`config.mk`:
```
export PLATFORM = sky130hd
export DESIGN_NAME = if_fetch_unit
export DESIGN_NICKNAME = d
export VERILOG_FILES = /design/src/rtl/if_fetch_unit.sv
export SDC_FILE = /design/constraint.sdc
export NUM_CORES = 1
export LEC_CHECK = 0
export CAP_MARGIN = 20
export CELL_PAD_IN_SITES_DETAIL_PLACEMENT = 1
export CELL_PAD_IN_SITES_GLOBAL_PLACEMENT = 1
export CORE_UTILIZATION = 28
export CTS_CLUSTER_DIAMETER = 60
export DETAILED_ROUTE_END_ITERATION = 6
export PLACE_DENSITY_LB_ADDON = 0.1
export SYNTH_ARGS = -nofsm -noshare
export SYNTH_HDL_FRONTEND = slang
export SYNTH_SLANG_ARGS = --single-unit
```
`constraint.sdc`:
```
create_clock -name clock -period 7.11 [get_ports clock]
set_input_delay 1.422 -clock clock [delete_from_list [all_inputs] [get_ports clock]]
set_output_delay 1.422 -clock clock [all_outputs]
set_load 0.05 [all_outputs]
```
`src/rtl/if_fetch_unit.sv`:
```
// Instruction fetch unit: issues single outstanding reads to instruction
// memory, buffers one returned instruction for the IF/ID register, and
// handles branch redirects by dropping in-flight responses.
//
// Handshakes:
//   imem request  : a request is accepted on a cycle where imem_req && imem_ready;
//                   imem_addr is held stable while imem_req && !imem_ready.
//   imem response : the single outstanding read returns on the cycle imem_rvalid=1;
//                   rvalid is only meaningful in WAIT/DROP and ignored elsewhere.
//   IF/ID transfer: the buffered instruction moves downstream on a cycle where
//                   out_valid && !if_id_stall; with if_id_stall=1 it is held.
module if_fetch_unit #(
  parameter logic [31:0] RESET_PC  = 32'h0000_0000,
  parameter logic [31:0] NOP_INSTR = 32'h0000_0013
) (
  input  logic        clock,
  input  logic        reset,
  input  logic        if_id_stall,
  input  logic        branch_taken,
  input  logic [31:0] branch_target,
  output logic        imem_req,
  output logic [31:0] imem_addr,
  input  logic        imem_ready,
  input  logic        imem_rvalid,
  input  logic [31:0] imem_rdata,
  output logic [31:0] out_instruction,
  output logic [31:0] out_pc,
  output logic        out_valid,
  output logic [1:0]  fetch_state
);

  localparam logic [1:0] ST_IDLE = 2'd0;
  localparam logic [1:0] ST_REQ  = 2'd1;
  localparam logic [1:0] ST_WAIT = 2'd2;
  localparam logic [1:0] ST_DROP = 2'd3;

  logic [1:0]  state;
  logic [1:0]  state_next;
  logic [31:0] pc;
  logic [31:0] pc_next;
  logic [31:0] req_pc;
  logic        buf_valid;
  logic [31:0] buf_instr;
  logic [31:0] buf_pc;

  logic        consume;
  logic        accept;
  logic        load;
  logic [31:0] redirect_pc;

  // The two low target bits are forced to zero on redirect and never used.
  logic        unused_target_bits;
  assign unused_target_bits = ^branch_target[1:0];

  // Handshake qualifiers derived from current state and inputs
  always_comb begin
    consume     = buf_valid && !if_id_stall;
    imem_req    = (state == ST_REQ) && (!buf_valid || consume);
    imem_addr   = pc;
    accept      = imem_req && imem_ready;
    load        = (state == ST_WAIT) && imem_rvalid && !branch_taken;
    redirect_pc = {branch_target[31:2], 2'b00};
  end

  // Next-state and next-pc selection; redirect wins over a same-cycle accept
  always_comb begin
    state_next = state;
    pc_next    = pc;
    if (branch_taken) begin
      pc_next = redirect_pc;
    end else if (accept) begin
      pc_next = pc + 32'd4;
    end
    case (state)
      ST_IDLE: state_next = ST_REQ;
      ST_REQ: begin
        if (accept) state_next = branch_taken ? ST_DROP : ST_WAIT;
      end
      ST_WAIT: begin
        if (branch_taken) state_next = imem_rvalid ? ST_REQ : ST_DROP;
        else if (imem_rvalid) state_next = ST_REQ;
      end
      ST_DROP: begin
        if (imem_rvalid) state_next = ST_REQ;
      end
      default: state_next = ST_IDLE;
    endcase
  end

  // FSM, program counter and outstanding-request address registers
  always_ff @(posedge clock or posedge reset) begin
    if (reset) begin
      state  <= ST_IDLE;
      pc     <= RESET_PC;
      req_pc <= RESET_PC;
    end else begin
      state <= state_next;
      pc    <= pc_next;
      if (accept) req_pc <= pc;
    end
  end

  // Single-entry response buffer feeding IF/ID; redirect flushes it
  always_ff @(posedge clock or posedge reset) begin
    if (reset) begin
      buf_valid <= 1'b0;
      buf_instr <= NOP_INSTR;
      buf_pc    <= 32'h0000_0000;
    end else if (branch_taken) begin
      buf_valid <= 1'b0;
    end else if (load) begin
      buf_valid <= 1'b1;
      buf_instr <= imem_rdata;
      buf_pc    <= req_pc;
    end else if (consume) begin
      buf_valid <= 1'b0;
    end
  end

  // Downstream view of the buffer; a bubble shows NOP with the last pc
  always_comb begin
    out_valid       = buf_valid;
    out_instruction = buf_valid ? buf_instr : NOP_INSTR;
    out_pc          = buf_pc;
    fetch_state     = state;
  end

endmodule

```
==> results of run 1 <==
[worst min path at each step]
| stage | startpoint | end | slack [ns] | depth (start not counted) |
|---|---|---|---|---|
| after global placement | req_pc[18] | req_pc[18] | 0.46 | 2 |
| after global routing | buf_instr[9] | buf_instr[9] | 0.51 | 1 |
| final | req_pc[10] | req_pc[10] | 0.48 | 2 |
| after CTS | req_pc[10] | req_pc[10] | 0.49 | 2 |
| after floorplan | req_pc[10] | req_pc[10] | 0.44 | 2 |
| after detailed placement | req_pc[10] | req_pc[10] | 0.47 | 2 |
[through the flow]
step                worst slack [ns]  hold slack (ns)
floorplan                       2.37            0.444
global placement                2.70            0.456
detailed placement              2.70            0.473
CTS                             2.69            0.485
global route                    2.69            0.509
finish                          2.72            0.479
[critical path, delay by kind of cell]
family	cells	cell delay (ns)
buf+inv	2	1.25
simple gates	2	0.29
[layout make-up]
cell class,count,share of cell area (%)
flip-flops and latches,125,38.6
multi-input cells,287,28.5
repair buffers,167,20.6
clock buffers,22,5.85
well taps,265,4.09
clock inverters,10,1.97
inverters,7,0.386
diodes,1,0.0308
[cell usage in the layout (no fill, tap or decap), types with 5 or more instances in the layout]
cell	count
and2_1	31
and4_1	5
clkbuf_16	17
clkdlybuf4s50_1	162
dfrtp_1	122
inv_1	6
mux2_2	91
nand2_1	38
nand3_1	5
nand4_1	16
nor3_1	6
nor4_4	5
o21ai_0	24
o21ai_1	6
xnor2_1	18
xor2_1	9
[per-layer routing]
metal  wire [um]  vias to the layer above  share of wire [%]  global-route usage [%]
met5           0                        -                  0                       0
met4         167                        0                1.1                    5.54
met3        1060                       14                7.1                    5.37
met2        6780                      126                 46                    24.1
met1        6880                     1969                 46                    20.1
li1            -                     1865                  -                       -
[flip-flops by register name, summed over array words and instances (netlist names)]
name         count
buf_instr       32
imem_addr       30
fetch_state      2
out_valid        1
out_pc          30
req_pc          30
[kinds of logic after synthesis]
group,share of synthesized area [%]
buffers and inverters,2.87
muxes,18.7
adders and majority gates,0.224
other,0.0671
DFF,56.1
AOI/OAI and AO/OA,3.31
xor gates and xnor gates,4.23
and+or+nand+nor,14.5
[power breakdown]
part	total, mW	switching [mW]	internal, mW	leakage [nW]
logic	0.868	0.490	0.377	1.56
registers	1.09	0.133	0.961	1.56
clock network	0.932	0.318	0.614	0.310
total	2.89	0.941	1.95	3.43
==> flow_summary.json, run 1 <==
{
  "status": "finished, final reports clean",
  "cts_inserted_buffers": 17,
  "yosys.cell_count.top_type": "dfrtp_1",
  "fin_nets": 676,
  "grt_pass1_vias": 4361,
  "grt_max_degree": 77,
  "multi_input_area_mm2": 0.00231,
  "cp-endpoint": "imem_req",
  "hold_buffers": 0,
  "reg2reg_depth": 5,
  "placed_area_mm2": 0.00746,
  "finalClockSkew_ns": 0.0113,
  "r2r_end": "imem_addr[30]",
  "final_cells": 884,
  "finalPower_mw": 2.89,
  "cts_resized": 0,
  "grt-ovfl-total": 0,
  "fin_crit_ns": 4.39,
  "synth_area_mm2": 0.00559,
  "max_freq_mhz": 228,
  "worstSetupEndpointType": "output port",
  "vias": 3974,
  "dpl.cell_count": 850,
  "synth_cell_types": 40,
  "critical_path.max_fanout": 6,
  "cp.required_ns": 5.69,
  "finalCritPeriodShare_pct": 61.7,
  "syn_inst": 441,
  "syn_to_final_growth_pct": 45.2,
  "grt_pass1_wl_um": 23700,
  "cts_htree_levels": 4,
  "die_h_um": 143,
  "path_class": "input pin to output port",
  "drc": 0,
  "clkSinkCount": 125,
  "synth_top_area_share_pct": 54.6,
  "async_flop_share_pct": 100,
  "hold_viol_final": 0,
  "ys_seq_elements": 125,
  "post_drt_wl_per_cell_um": 16.8,
  "crit_path_cell_trace": "clkdlybuf4s50_1 > and2_4 > nor2_1 > clkdlybuf4s50_1",
  "yosysWarnings": 0,
  "postLayoutCellArea_mm2": 0.00811,
  "r2r-start": "out_valid",
  "yosys.area.top_type": "dfrtp_1",
  "clk-insertion-delay-late_ns": 0.42,
  "yosys_most_used_dff": "dfrtp_1",
  "port_buffers": 163,
  "gp_congestion": 0.675,
  "vias_per_cell": 4.50,
  "drv_cap": 0,
  "cts_setup_buffers": 0,
  "worst_pin_slew_ns": 0.989,
  "die_area_mm2": 0.0205,
  "coreArea_mm2": 0.0195,
  "powerDensity_mw_per_mm2": 357,
  "cts_max_path_buffers": 2,
  "cp.arrival_ns": 2.97,
  "seq_area_mm2": 0.00313,
  "io_pins": 170,
  "cts_tree": "done",
  "slew_headroom_pct": 33.6,
  "cp-start-kind": "input pin",
  "tns_ns": 0,
  "finalSetupViolCount": 0,
  "rows": 51,
  "hold_class": "register to register",
  "synth.avg_cell_area_um2": 12.7,
  "vdd_drop_max_mv": 0.179,
  "leakagePower_nw": 3.43,
  "r2r_setup_slack_ns": 4.40,
  "rsz0062_at_grt": "false",
  "postLayoutCoreUtil_pct": 41.5,
  "drt_first_pass_iters": 4,
  "fillCellCount": 2087,
  "initial_core_util_pct": 28.6,
  "fp.dieW_um": 143,
  "track_usage_pct": 15.6,
  "ys_seq_area_share_pct": 56.1,
  "drt_iter0_markers": 81,
  "dp_hpwl_um": 9830,
  "ant_nets": 0,
  "crit_slowest_cell": "clkdlybuf4s50_1",
  "netlist_top_cells_count": "122 x dfrtp_1, 91 x mux2_2, 38 x nand2_1",
  "drive_gt1_share_pct": 23.6,
  "max_stage_delay_ns": 0.84,
  "path_common_cell": "clkdlybuf4s50_1",
  "final-max-slew-violation-count": 0,
  "antenna_found_initial": 1,
  "clock-root-buffer": "clkbuf_16",
  "clkSlewWorstSetupHoldPaths_ns": 0.05,
  "crit_path_start": "if_id_stall",
  "synthTopCellsByArea": "dfrtp_1 55%, mux2_2 18%, and2_1 3.5%",
  "wirelength_um": 14900,
  "synth_edf_count": 0
}
(Power assumes the default switching activity.)
==> inputs of run 2 (changes only) <==
clock period = 4.3 ns   (was 7.11 ns; I/O delays follow)
==> flow_summary.json, run 2 (synthesis results as in run 1) <==
{
  "power_frac_seq_pct": 38.3,
  "setup_slack_ns": 0.998,
  "cts_setup_buffers": 0,
  "fin_nets": 678,
  "syn_to_final_growth_pct": 45.6,
  "grt_pass1_wl_um": 24400,
  "hold_end": "req_pc[18]",
  "grt-ovfl-total": 0,
  "tns_ns": 0,
  "finalSetupViolCount": 0,
  "hold_class": "register to register",
  "rsz0062_at_grt": "false",
  "ant_nets": 0,
  "hold_viol_final": 0,
  "io_pins": 170,
  "power_switching_mw": 1.54,
  "fin_crit_ns": 3.30,
  "max_stage_delay_ns": 0.92,
  "drt_first_pass_iters": 4,
  "coreArea_mm2": 0.0195,
  "final-max-slew-violation-count": 0,
  "vias_per_cell": 4.47,
  "cp-start-kind": "register",
  "drc": 0,
  "slew_headroom_pct": 40.4,
  "critical_path.top_delay_family": "flip-flops",
  "fp.dieW_um": 143,
  "grt_pass1_vias": 4509,
  "cp.arrival_ns": 2.44,
  "wirelength_um": 15000,
  "clkSinkCount": 125,
  "drive_gt1_share_pct": 23.6,
  "cts_htree_levels": 4,
  "vias": 3952,
  "r2r_end": "imem_addr[4]",
  "fillCellCount": 2066,
  "initial_core_util_pct": 28.6,
  "postLayoutCoreUtil_pct": 41.7,
  "track_usage_pct": 15.9,
  "clock-root-buffer": "clkbuf_16",
  "crit_path_cell_trace": "and2_4 > nor2_1 > clkdlybuf4s50_1",
  "comb_power_share_pct": 30.4,
  "die_h_um": 143,
  "p_sw_share_pct": 32.5,
  "vdd_drop_max_mv": 0.284,
  "leakagePower_nw": 3.44,
  "hp-start": "req_pc[18]",
  "path_class": "register to output port",
  "worstSetupEndpointType": "output port",
  "hold_buffers": 0,
  "hold_ws_ns": 0.478,
  "r2r_setup_slack_ns": 1.78,
  "final_common_cell": "clkdlybuf4s50_1",
  "pre_cts_ws_ns": 1.01,
  "status": "finished, final reports clean",
  "cts_inserted_buffers": 17,
  "dp_hpwl_um": 10200,
  "final_cell_mix": "162 x clkdlybuf4s50_1, 122 x dfrtp_1, 91 x mux2_2",
  "clkSlewWorstSetupHoldPaths_ns": 0.05,
  "rows": 51,
  "whs_path_depth": 2,
  "grt_max_degree": 81,
  "die_area_mm2": 0.0205,
  "gp_congestion": 0.692,
  "drv_cap": 0,
  "internal_power_mw": 3.20,
  "antenna_found_initial": 1,
  "r2r-start": "out_valid",
  "worst_pin_slew_ns": 0.894,
  "clk-insertion-delay-late_ns": 0.41,
  "largest_reg_flops": 32,
  "reg2reg_depth": 6,
  "regMostFlops": "buf_instr",
  "p_clk_share_pct": 31.3,
  "drt_iter0_markers": 79,
  "cts_max_path_buffers": 2,
  "cts_resized": 0,
  "powerDensity_mw_per_mm2": 582,
  "cp.required_ns": 3.44,
  "critical_path.max_fanout": 34,
  "cts_tree": "done",
  "finalClockSkew_ns": 0.00716,
  "finalCritPeriodShare_pct": 76.8,
  "crit_slowest_cell": "dfrtp_1",
  "max_freq_mhz": 303,
  "post_drt_wl_per_cell_um": 16.9,
  "port_buffers": 163,
  "cp_num_buf_inv": 1
}
## run 2: area by class of cell
type / instances / area (um2) / share of cell area, %
diodes: 1 / 2.50 / 0.0308
repair buffers: 169 / 1720 / 21.1
inverters: 7 / 31.3 / 0.384
flip-flops and latches: 125 / 3130 / 38.5
clock buffers: 24 / 502 / 6.17
clock inverters: 6 / 108 / 1.32
multi-input cells: 287 / 2310 / 28.4
well taps: 265 / 332 / 4.08
## run 2: metrics by stage
step	instance area, um2	power [mW]	std cells
2_1_floorplan	5600	2.77	444
3_3_place_gp	7500	3.23	852
3_5_place_dp	7500	3.29	852
4_1_cts	8110	4.81	882
5_1_grt	8130	5.01	883
6_report	8140	4.74	884
## run 2: power by group through the flow
stage                     clock [mW]  combinational [mW]  sequential, mW
after floorplan                    0               0.520            2.25
after global placement             0                1.42            1.81
after detailed placement           0                1.45            1.84
after CTS                       1.54                1.45            1.82
after global routing            1.58                1.54            1.89
final                           1.48                1.44            1.82
## run 2: how the worst max path moves through the flow
stage           startpoint       endpoint  slack [ns]  depth (start not counted)
2_1_floorplan        reset  buf_instr[10]        0.12                          1
3_3_place_gp   if_id_stall       imem_req         1.0                          4
3_5_place_dp   if_id_stall       imem_req        1.01                          4
4_1_cts          out_valid       imem_req        0.85                          3
5_1_grt          out_valid       imem_req        0.75                          3
6_report         out_valid       imem_req         1.0                          3
## run 2: metal layers
layer	global-route usage [%]	vias to the layer above	part of all wire, %
met5	0	-	0
met4	5.38	0	1.2
met3	5.43	13	7.5
met2	26.2	121	47
met1	19.3	1962	44
li1	-	1856	-
## run 2: worst reg2reg max path: cells and delay by family (launching register included)
kind / cells / cell delay, ns
simple gates: 3 / 1.21
flops: 1 / 0.71
compound gates: 1 / 0.08
xor+xnor: 1 / 0.12
buf+inv: 1 / 0.27
==> inputs of run 3 (changes only) <==
clock period = 3.1 ns   (was 4.3 ns; I/O delays follow)
==> flow_summary.json, run 3 (synthesis results as in run 1) <==
{
  "powerDensity_mw_per_mm2": 798,
  "clock-root-buffer": "clkbuf_16",
  "slew_headroom_pct": 53.9,
  "finalCritPeriodShare_pct": 84.5,
  "ant_nets": 0,
  "clk-insertion-delay-late_ns": 0.41,
  "drt_iter0_markers": 91,
  "tns_ns": 0,
  "cp-start-kind": "register",
  "worstSetupEndpointType": "output port",
  "cts_htree_levels": 4,
  "cts_tree": "done",
  "regMostFlops": "buf_instr",
  "worst_pin_slew_ns": 0.692,
  "coreArea_mm2": 0.0195,
  "largest_reg_flops": 32,
  "clkSinkCount": 125,
  "final_cell_mix": "161 x clkdlybuf4s50_1, 122 x dfrtp_1, 91 x mux2_2",
  "hold_buffers": 0,
  "crit_path_cell_trace": "buf_4 > and2_1 > clkdlybuf4s50_1",
  "io_pins": 170,
  "vdd_drop_max_mv": 0.386,
  "track_usage_pct": 15.2,
  "grt_pass1_wl_um": 23600,
  "fin_nets": 682,
  "fin_crit_ns": 2.62,
  "fp.dieW_um": 143,
  "final-max-slew-violation-count": 0,
  "port_buffers": 163,
  "path_class": "register to output port",
  "grt-ovfl-total": 0,
  "vias": 3982,
  "grt_max_degree": 126,
  "wirelength_um": 14600,
  "max_freq_mhz": 382,
  "rsz0062_at_grt": "false",
  "status": "finished, final reports clean",
  "antenna_found_initial": 0,
  "critical_path.max_fanout": 34,
  "gp_congestion": 0.666,
  "final_common_cell": "clkdlybuf4s50_1",
  "leakagePower_nw": 3.44,
  "syn_to_final_growth_pct": 45.4,
  "die_h_um": 143,
  "pre_cts_ws_ns": 0.488,
  "placed_area_mm2": 0.00753,
  "cp.required_ns": 2.48,
  "clkSlewWorstSetupHoldPaths_ns": 0.05,
  "setup_slack_ns": 0.482,
  "cp.arrival_ns": 2.00,
  "rows": 51,
  "cts_max_path_buffers": 2,
  "finalSetupViolCount": 0,
  "finalPower_mw": 6.48,
  "drt_first_pass_iters": 5,
  "drv_cap": 0,
  "cts_resized": 0,
  "postLayoutCellArea_mm2": 0.00812,
  "postLayoutCoreUtil_pct": 41.6,
  "max_stage_delay_ns": 0.82,
  "drive_gt1_share_pct": 24.2,
  "initial_core_util_pct": 28.6,
  "cts_setup_buffers": 0,
  "cts_inserted_buffers": 17,
  "post_drt_wl_per_cell_um": 16.4,
  "dp_hpwl_um": 9970,
  "die_area_mm2": 0.0205,
  "crit_slowest_cell": "clkdlybuf4s50_1",
  "finalClockSkew_ns": 0.00841,
  "vias_per_cell": 4.48,
  "grt_pass1_vias": 4311,
  "antenna_cells": 0,
  "hold_viol_final": 0,
  "drc": 0,
  "hold_class": "register to register"
}
-- run 3: cell count changes in the layout (fill, tap and decap cells not counted), sizes merged --
cell	change
inv	-1
diode	-1
clkinvlp	+1
buf	+5
clkbuf	+2
clkdlybuf4s50	-1
bufinv	-1
clkinv	+1
-- run 3: report_power, final --
| group | total, mW | switching [mW] | internal, mW |
|---|---|---|---|
| registers | 2.51 | 0.307 | 2.21 |
| clock network | 1.98 | 0.692 | 1.29 |
| logic | 1.99 | 1.12 | 0.866 |
| total | 6.48 | 2.12 | 4.36 |
-- run 3: area by class of cell --
class	instances	area (um2)
inverter	7	30.0
clock buffer	26	509
multi-input combinational	287	2310
timing repair buffer	173	1720
fill	2064	11400
clock inverter	6	82.6
sequential	125	3130
tap	265	332
-- run 3: worst paths after layout --
path,from,cells after the start,slack (ns),endpoint
setup / recovery,out_valid,3,0.48,out_instruction[12]
hold reg to reg,req_pc[10],2,0.48,req_pc[10]
max in group asynchronous,reset,3,1.82,imem_addr[26]
hold / removal,req_pc[10],2,0.48,req_pc[10]
min in group asynchronous,reset,3,0.78,buf_instr[9]
setup reg to reg,out_valid,5,0.96,req_pc[25]
-- run 3: routing by layer --
| metal | vias up | wire length, um | track usage, % |
|---|---|---|---|
| met5 | - | 0 | 0 |
| met4 | 0 | 116 | 4.37 |
| met3 | 8 | 1090 | 5.40 |
| met2 | 129 | 6610 | 23.7 |
| met1 | 1977 | 6790 | 19.9 |
| li1 | 1868 | - | - |
-- run 3: metrics by stage --
stage	hold slack [ns]	std cells
6_report	0.478	889
3_3_place_gp	0.461	857
4_1_cts	0.485	889
3_5_place_dp	0.473	857
5_1_grt	0.518	889
2_1_floorplan	0.444	444
-- run 3: worst max-delay path, delay by kind of cell (launching register included) --
family / cells / cell delay, ns
and+or+nand+nor: 1 / 0.17
DFF: 1 / 0.32
buffers and inverters: 2 / 1.09
